File: config.mk
export PLATFORM = sky130hd
export DESIGN_NAME = sw_debounce
export DESIGN_NICKNAME = d
export VERILOG_FILES = /design/src/rtl/sw_debounce_pkg.sv /design/src/rtl/sw_debounce_bit.sv /design/src/rtl/sw_debounce.sv
export SDC_FILE = /design/constraint.sdc
export NUM_CORES = 1
export LEC_CHECK = 0
export BUFFER_PORTS_ARGS = -buffer_cell sky130_fd_sc_hd__buf_2
export CORE_UTILIZATION = 48
export CTS_BUF_LIST = sky130_fd_sc_hd__clkbuf_8
export DETAILED_ROUTE_END_ITERATION = 8
export GPL_TIMING_DRIVEN = 0
export PLACE_DENSITY = 0.65
export SYNTH_ARGS = -nofsm -noshare
export SYNTH_HDL_FRONTEND = slang
export SYNTH_SLANG_ARGS = --single-unit
File: constraint.sdc
create_clock -name clk -period 3.6 [get_ports clk]
set_input_delay 0.9 -clock clk [delete_from_list [all_inputs] [get_ports clk]]
set_output_delay 0.9 -clock clk [all_outputs]
set_load 0.05 [all_outputs]
File: src/rtl/sw_debounce_pkg.sv
// Board-level constants shared by the switch conditioner and the LED top.
// Widths and the 1 ms debounce window at 50 MHz.
package sw_debounce_pkg;

    localparam int SW_WIDTH           = 8;
    localparam int LED_WIDTH          = 6;
    localparam int DEBOUNCE_1MS_50MHZ = 50000;

    function automatic int cnt_width(input int n);
        return (n < 2) ? 1 : $clog2(n);
    endfunction

endpackage

File: src/rtl/sw_debounce_bit.sv
// One switch bit: 2-FF synchroniser, stability counter, clean level,
// registered rise/fall strobes and a toggle that flips on every rise.
module debounce_bit
    import sw_debounce_pkg::*;
#(
    parameter int N = DEBOUNCE_1MS_50MHZ
) (
    input  logic clk,
    input  logic rst,
    input  logic i_sw,
    output logic o_stable,
    output logic o_rise,
    output logic o_fall,
    output logic o_toggle
);

    localparam int CNT_W = cnt_width(N);
    localparam logic [CNT_W-1:0] LAST = CNT_W'(N - 1);

    logic             r_s1;
    logic             r_s2;
    logic             r_stable;
    logic             r_rise;
    logic             r_fall;
    logic             r_toggle;
    logic [CNT_W-1:0] r_cnt;

    always_ff @(posedge clk) begin
        if (rst) begin
            r_s1     <= 1'b0;
            r_s2     <= 1'b0;
            r_stable <= 1'b0;
            r_rise   <= 1'b0;
            r_fall   <= 1'b0;
            r_toggle <= 1'b0;
            r_cnt    <= '0;
        end else begin
            r_s1   <= i_sw;
            r_s2   <= r_s1;
            r_rise <= 1'b0;
            r_fall <= 1'b0;
            // any return to the accepted level restarts the full window
            if (r_s2 == r_stable) begin
                r_cnt <= '0;
            end else if (r_cnt == LAST) begin
                r_cnt    <= '0;
                r_stable <= r_s2;
                r_rise   <= r_s2;
                r_fall   <= ~r_s2;
                if (r_s2)
                    r_toggle <= ~r_toggle;
            end else begin
                r_cnt <= r_cnt + CNT_W'(1);
            end
        end
    end

    assign o_stable = r_stable;
    assign o_rise   = r_rise;
    assign o_fall   = r_fall;
    assign o_toggle = r_toggle;

endmodule

File: src/rtl/sw_debounce.sv
// Conditions WIDTH raw slide switches into clean levels, edge strobes
// and per-bit toggles; any_change flags a strobe on any bit.
module sw_debounce
    import sw_debounce_pkg::*;
#(
    parameter int WIDTH           = SW_WIDTH,
    parameter int DEBOUNCE_CYCLES = DEBOUNCE_1MS_50MHZ
) (
    input  logic             clk,
    input  logic             rst,
    input  logic [WIDTH-1:0] sw,
    output logic [WIDTH-1:0] sw_stable,
    output logic [WIDTH-1:0] sw_rise,
    output logic [WIDTH-1:0] sw_fall,
    output logic [WIDTH-1:0] sw_toggle,
    output logic             any_change
);

    genvar g;
    generate
        for (g = 0; g < WIDTH; g++) begin : g_bit
            debounce_bit #(
                .N (DEBOUNCE_CYCLES)
            ) u_bit (
                .clk      (clk),
                .rst      (rst),
                .i_sw     (sw[g]),
                .o_stable (sw_stable[g]),
                .o_rise   (sw_rise[g]),
                .o_fall   (sw_fall[g]),
                .o_toggle (sw_toggle[g])
            );
        end
    endgenerate

    assign any_change = |(sw_rise | sw_fall);

endmodule

==> results.sh <==
export IMPL_r2r_start="g_bit[2].u_bit.r_cnt[0]$_SDFF_PP0_"
export IMPL_num_fill_cells=1375
export IMPL_setup_violations=0
export IMPL_synth_async_sr_flop_share_pct=0
export IMPL_nets=904
export IMPL_wl_mm=13.80
export IMPL_timing_final_crit_share_pct=73.98
export IMPL_worst_path_buf_inv=1
export IMPL_cts_buffers=17
export IMPL_area_growth_pct=12.20
export IMPL_finClkSkew_ps=10.95
export IMPL_clock_root_buffer="clkbuf_8"
export IMPL_via_count=5515
export IMPL_rrSetupSlack_ps=1390
export IMPL_crit_chain="nor4_1 -> nand4_1 -> buf_2"
export IMPL_grt_pass1_wl_mm=22.98
export IMPL_min_from="g_bit[3].u_bit.r_s1$_SDFF_PP0_"
export IMPL_timing_rr_end="g_bit[2].u_bit.r_cnt[0]$_SDFF_PP0_"
export IMPL_ant_nets=0
export IMPL_fin_crit_ps=2663
export IMPL_grt_max_degree=17
export IMPL_final_max_slew_viol_count=0
export IMPL_clock_path_buffers=2
export IMPL_portBuffers=41
export IMPL_htree_levels=4
export IMPL_rr_worst_depth=7
export IMPL_cp_top_family="simple AND/OR/NAND/NOR gates"
export IMPL_worstSetupEndpointType="primary output"
export IMPL_clock_sinks=176
export IMPL_cap_violations=0
export IMPL_netlist_area_um2=7415
export IMPL_synth_edff_count=0
export IMPL_fmax_mhz=375.5
export IMPL_hold_path_class="reg2reg"
export IMPL_arrival_ps=1760
export IMPL_vdd_drop_max_mv=0.2525
export IMPL_cts_resized=0
export IMPL_die_w_um=126.3
export IMPL_status="finished, final reports clean"
export IMPL_dp_hpwl_mm=9.887
export IMPL_power_density_nw_per_um2=428.5
export IMPL_start_util_pct=48.95
export IMPL_fp_row_count=45
export IMPL_dp_cells=1055
export IMPL_rsz0062_at_grt="no"
export IMPL_critPathKind="reg2out"
export IMPL_synth_seq_cells=176
export IMPL_grt_pass1_vias=4974
export IMPL_worst_path_stages=3
export IMPL_yosysUniqueCellTypes=34
export IMPL_gp_congestion=0.8218
export IMPL_layout_drive_gt1_share_pct=12.57
export IMPL_hold_viol_final=0
export IMPL_cts_hold_buf=0
export IMPL_antenna_found_initial=0
export IMPL_slowest_stage="nor4_1"
export IMPL_whs_path_depth=1
export IMPL_drc=0
export IMPL_syn_avg_cell_area_um2=8.977
export IMPL_diodes=0
export IMPL_ys_seq_area_share_pct=47.52
export IMPL_cp_start_kind="flip-flop"
export IMPL_worstPathRequired_ps=2700
export IMPL_final_core_util_pct=54.93
export IMPL_drtPass1Iterations=4
export IMPL_grtUsageTotal_pct=18.12
export IMPL_tritoncts="built"
export IMPL_ys_dominant_reg_cell="dfxtp_1"
export IMPL_synthCells=826
export IMPL_first_iter_violations=261
export IMPL_clk_pin_slew_ps=80
export IMPL_hold_slack_ps=442.9
export IMPL_whs_endpoint="g_bit[3].u_bit.r_s2$_SDFF_PP0_"
export IMPL_tightest_slew_ps=600.3
export IMPL_yosys_warnings=0
export IMPL_wl_per_cell_um=12.69
export IMPL_insertion_delay_ps=450
export IMPL_postCtsSetupRepairBufs=0
export IMPL_slew_headroom_pct=59.98
export IMPL_io_pin_count=43
export IMPL_crit_path_max_fanout=2
export IMPL_die_height_um=126.3
export IMPL_setup_tns_ps=0
export IMPL_grt_overflow=0
export IMPL_static_leakage_power_uw=0.002852
export IMPL_stdcell_count=1087
export IMPL_synth_fp_nets=844
export IMPL_core_region_area_um2=15150
export IMPL_slowest_delay_ps=460
export IMPL_viasPerCell=5.074
export IMPL_die_area_um2=15950
cells in the mapped netlist, types with 11 or more instances:
cell      instances  share of area, %
inv_1            18              0.91
xor2_1           25               3.0
nand2b_1         16               1.4
and3_1           20               1.7
dfxtp_1         176                48
nor2b_1          17               1.4
nand4_1          37               3.1
xnor2_1          83               9.8
a21oi_1          19               1.3
nor3_1           33               2.2
nor2_1          146               7.4
o21ai_0          11              0.74
nand3_1          38               2.6
buf_4            32               3.2
nand2_1          32               1.6
nor4_1           35               3.0
clkbuf_1         14              0.71
worst max path at each step:
stage	slack (ps)	to	startpoint
4_1_cts	990	any_change	g_bit[4].u_bit.o_fall$_SDFF_PP0_
3_3_place_gp	1120	g_bit[6].u_bit.o_stable$_SDFFE_PP0P_	rst
3_5_place_dp	1060	g_bit[2].u_bit.o_stable$_SDFFE_PP0P_	rst
5_1_grt	910	any_change	g_bit[4].u_bit.o_fall$_SDFF_PP0_
2_1_floorplan	1610	g_bit[2].u_bit.o_toggle$_SDFFE_PP0P_	g_bit[2].u_bit.r_cnt[12]$_SDFF_PP0_
6_report	940	any_change	g_bit[4].u_bit.o_fall$_SDFF_PP0_
logic make-up after synthesis:
family	after synthesis	synth area share, %
mux	8	1.080
fa+ha+maj	8	1.350
compound gates	31	2.126
buf+inv	70	5.265
xor+xnor	108	12.76
simple gates	425	29.90
flops	176	47.52
sequential cells by signal, indices dropped and copies added (netlist names):
| name | count |
|---|---|
| g_bit.u_bit.o_stable | 8 |
| g_bit.u_bit.r_s2 | 8 |
| g_bit.u_bit.o_rise | 8 |
| g_bit.u_bit.o_fall | 8 |
| g_bit.u_bit.o_toggle | 8 |
| g_bit.u_bit.r_s1 | 8 |
| g_bit.u_bit.r_cnt | 128 |
final cells by class:
cell class                 instances  area [um2]  share of cell area [%]
inverter                          18       67.56                  0.8122
clock buffer                      20       275.3                   3.309
timing repair buffer              41       205.2                   2.467
multi-input combinational        580        3501                   42.08
buffer                            52       322.8                   3.880
tap                              188       235.2                   2.827
clock inverter                    12       188.9                   2.271
sequential                       176        3523                   42.35
worst register-to-register path, stage by stage (launching register included):
cell	delay (ps)
dfxtp_1	390
ha_1	200
nand3_1	260
or4_1	580
buf_2	170
nand2_1	180
buf_2	260
nor2_1	70
routing by layer:
layer / part of all wire (%) / vias to the layer above / wire (um) / GRT usage (%)
met2: 46 / 72 / 6300 / 28.76
li1: - / 2924 / - / -
met3: 3.6 / 19 / 501 / 4.885
met4: 1.6 / 0 / 218 / 7.158
met5: 0 / - / 0 / 0
met1: 49 / 2500 / 6777 / 23.42
cell usage in the layout (no fill, tap or decap), types with 25 or more instances in the layout:
master	instances
xnor2_1	83
nor4_1	35
nor2_1	146
buf_4	32
nand3_1	38
buf_2	47
xor2_1	25
nand4_1	37
dfxtp_1	176
nor3_1	33
nand2_1	32
power breakdown:
group	total (uW)	switching [uW]	leakage (uW)	internal, uW
Clock	1560	683	0.000241	875
Sequential	1960	5.86	0.00142	1960
Combinational	45.3	31.0	0.00119	14.2
Total	3560	720	0.00285	2840
per-stage QoR:
step,total power (uW),cell area [um2],worst slack (ps)
finish,3564,8319,936.8
floorplan,2035,7415,1608
CTS,3606,8319,987.9
global placement,2053,7855,1122
global route,3698,8319,910.0
detailed placement,2054,7855,1056
Power figures use the tool's default switching activity.
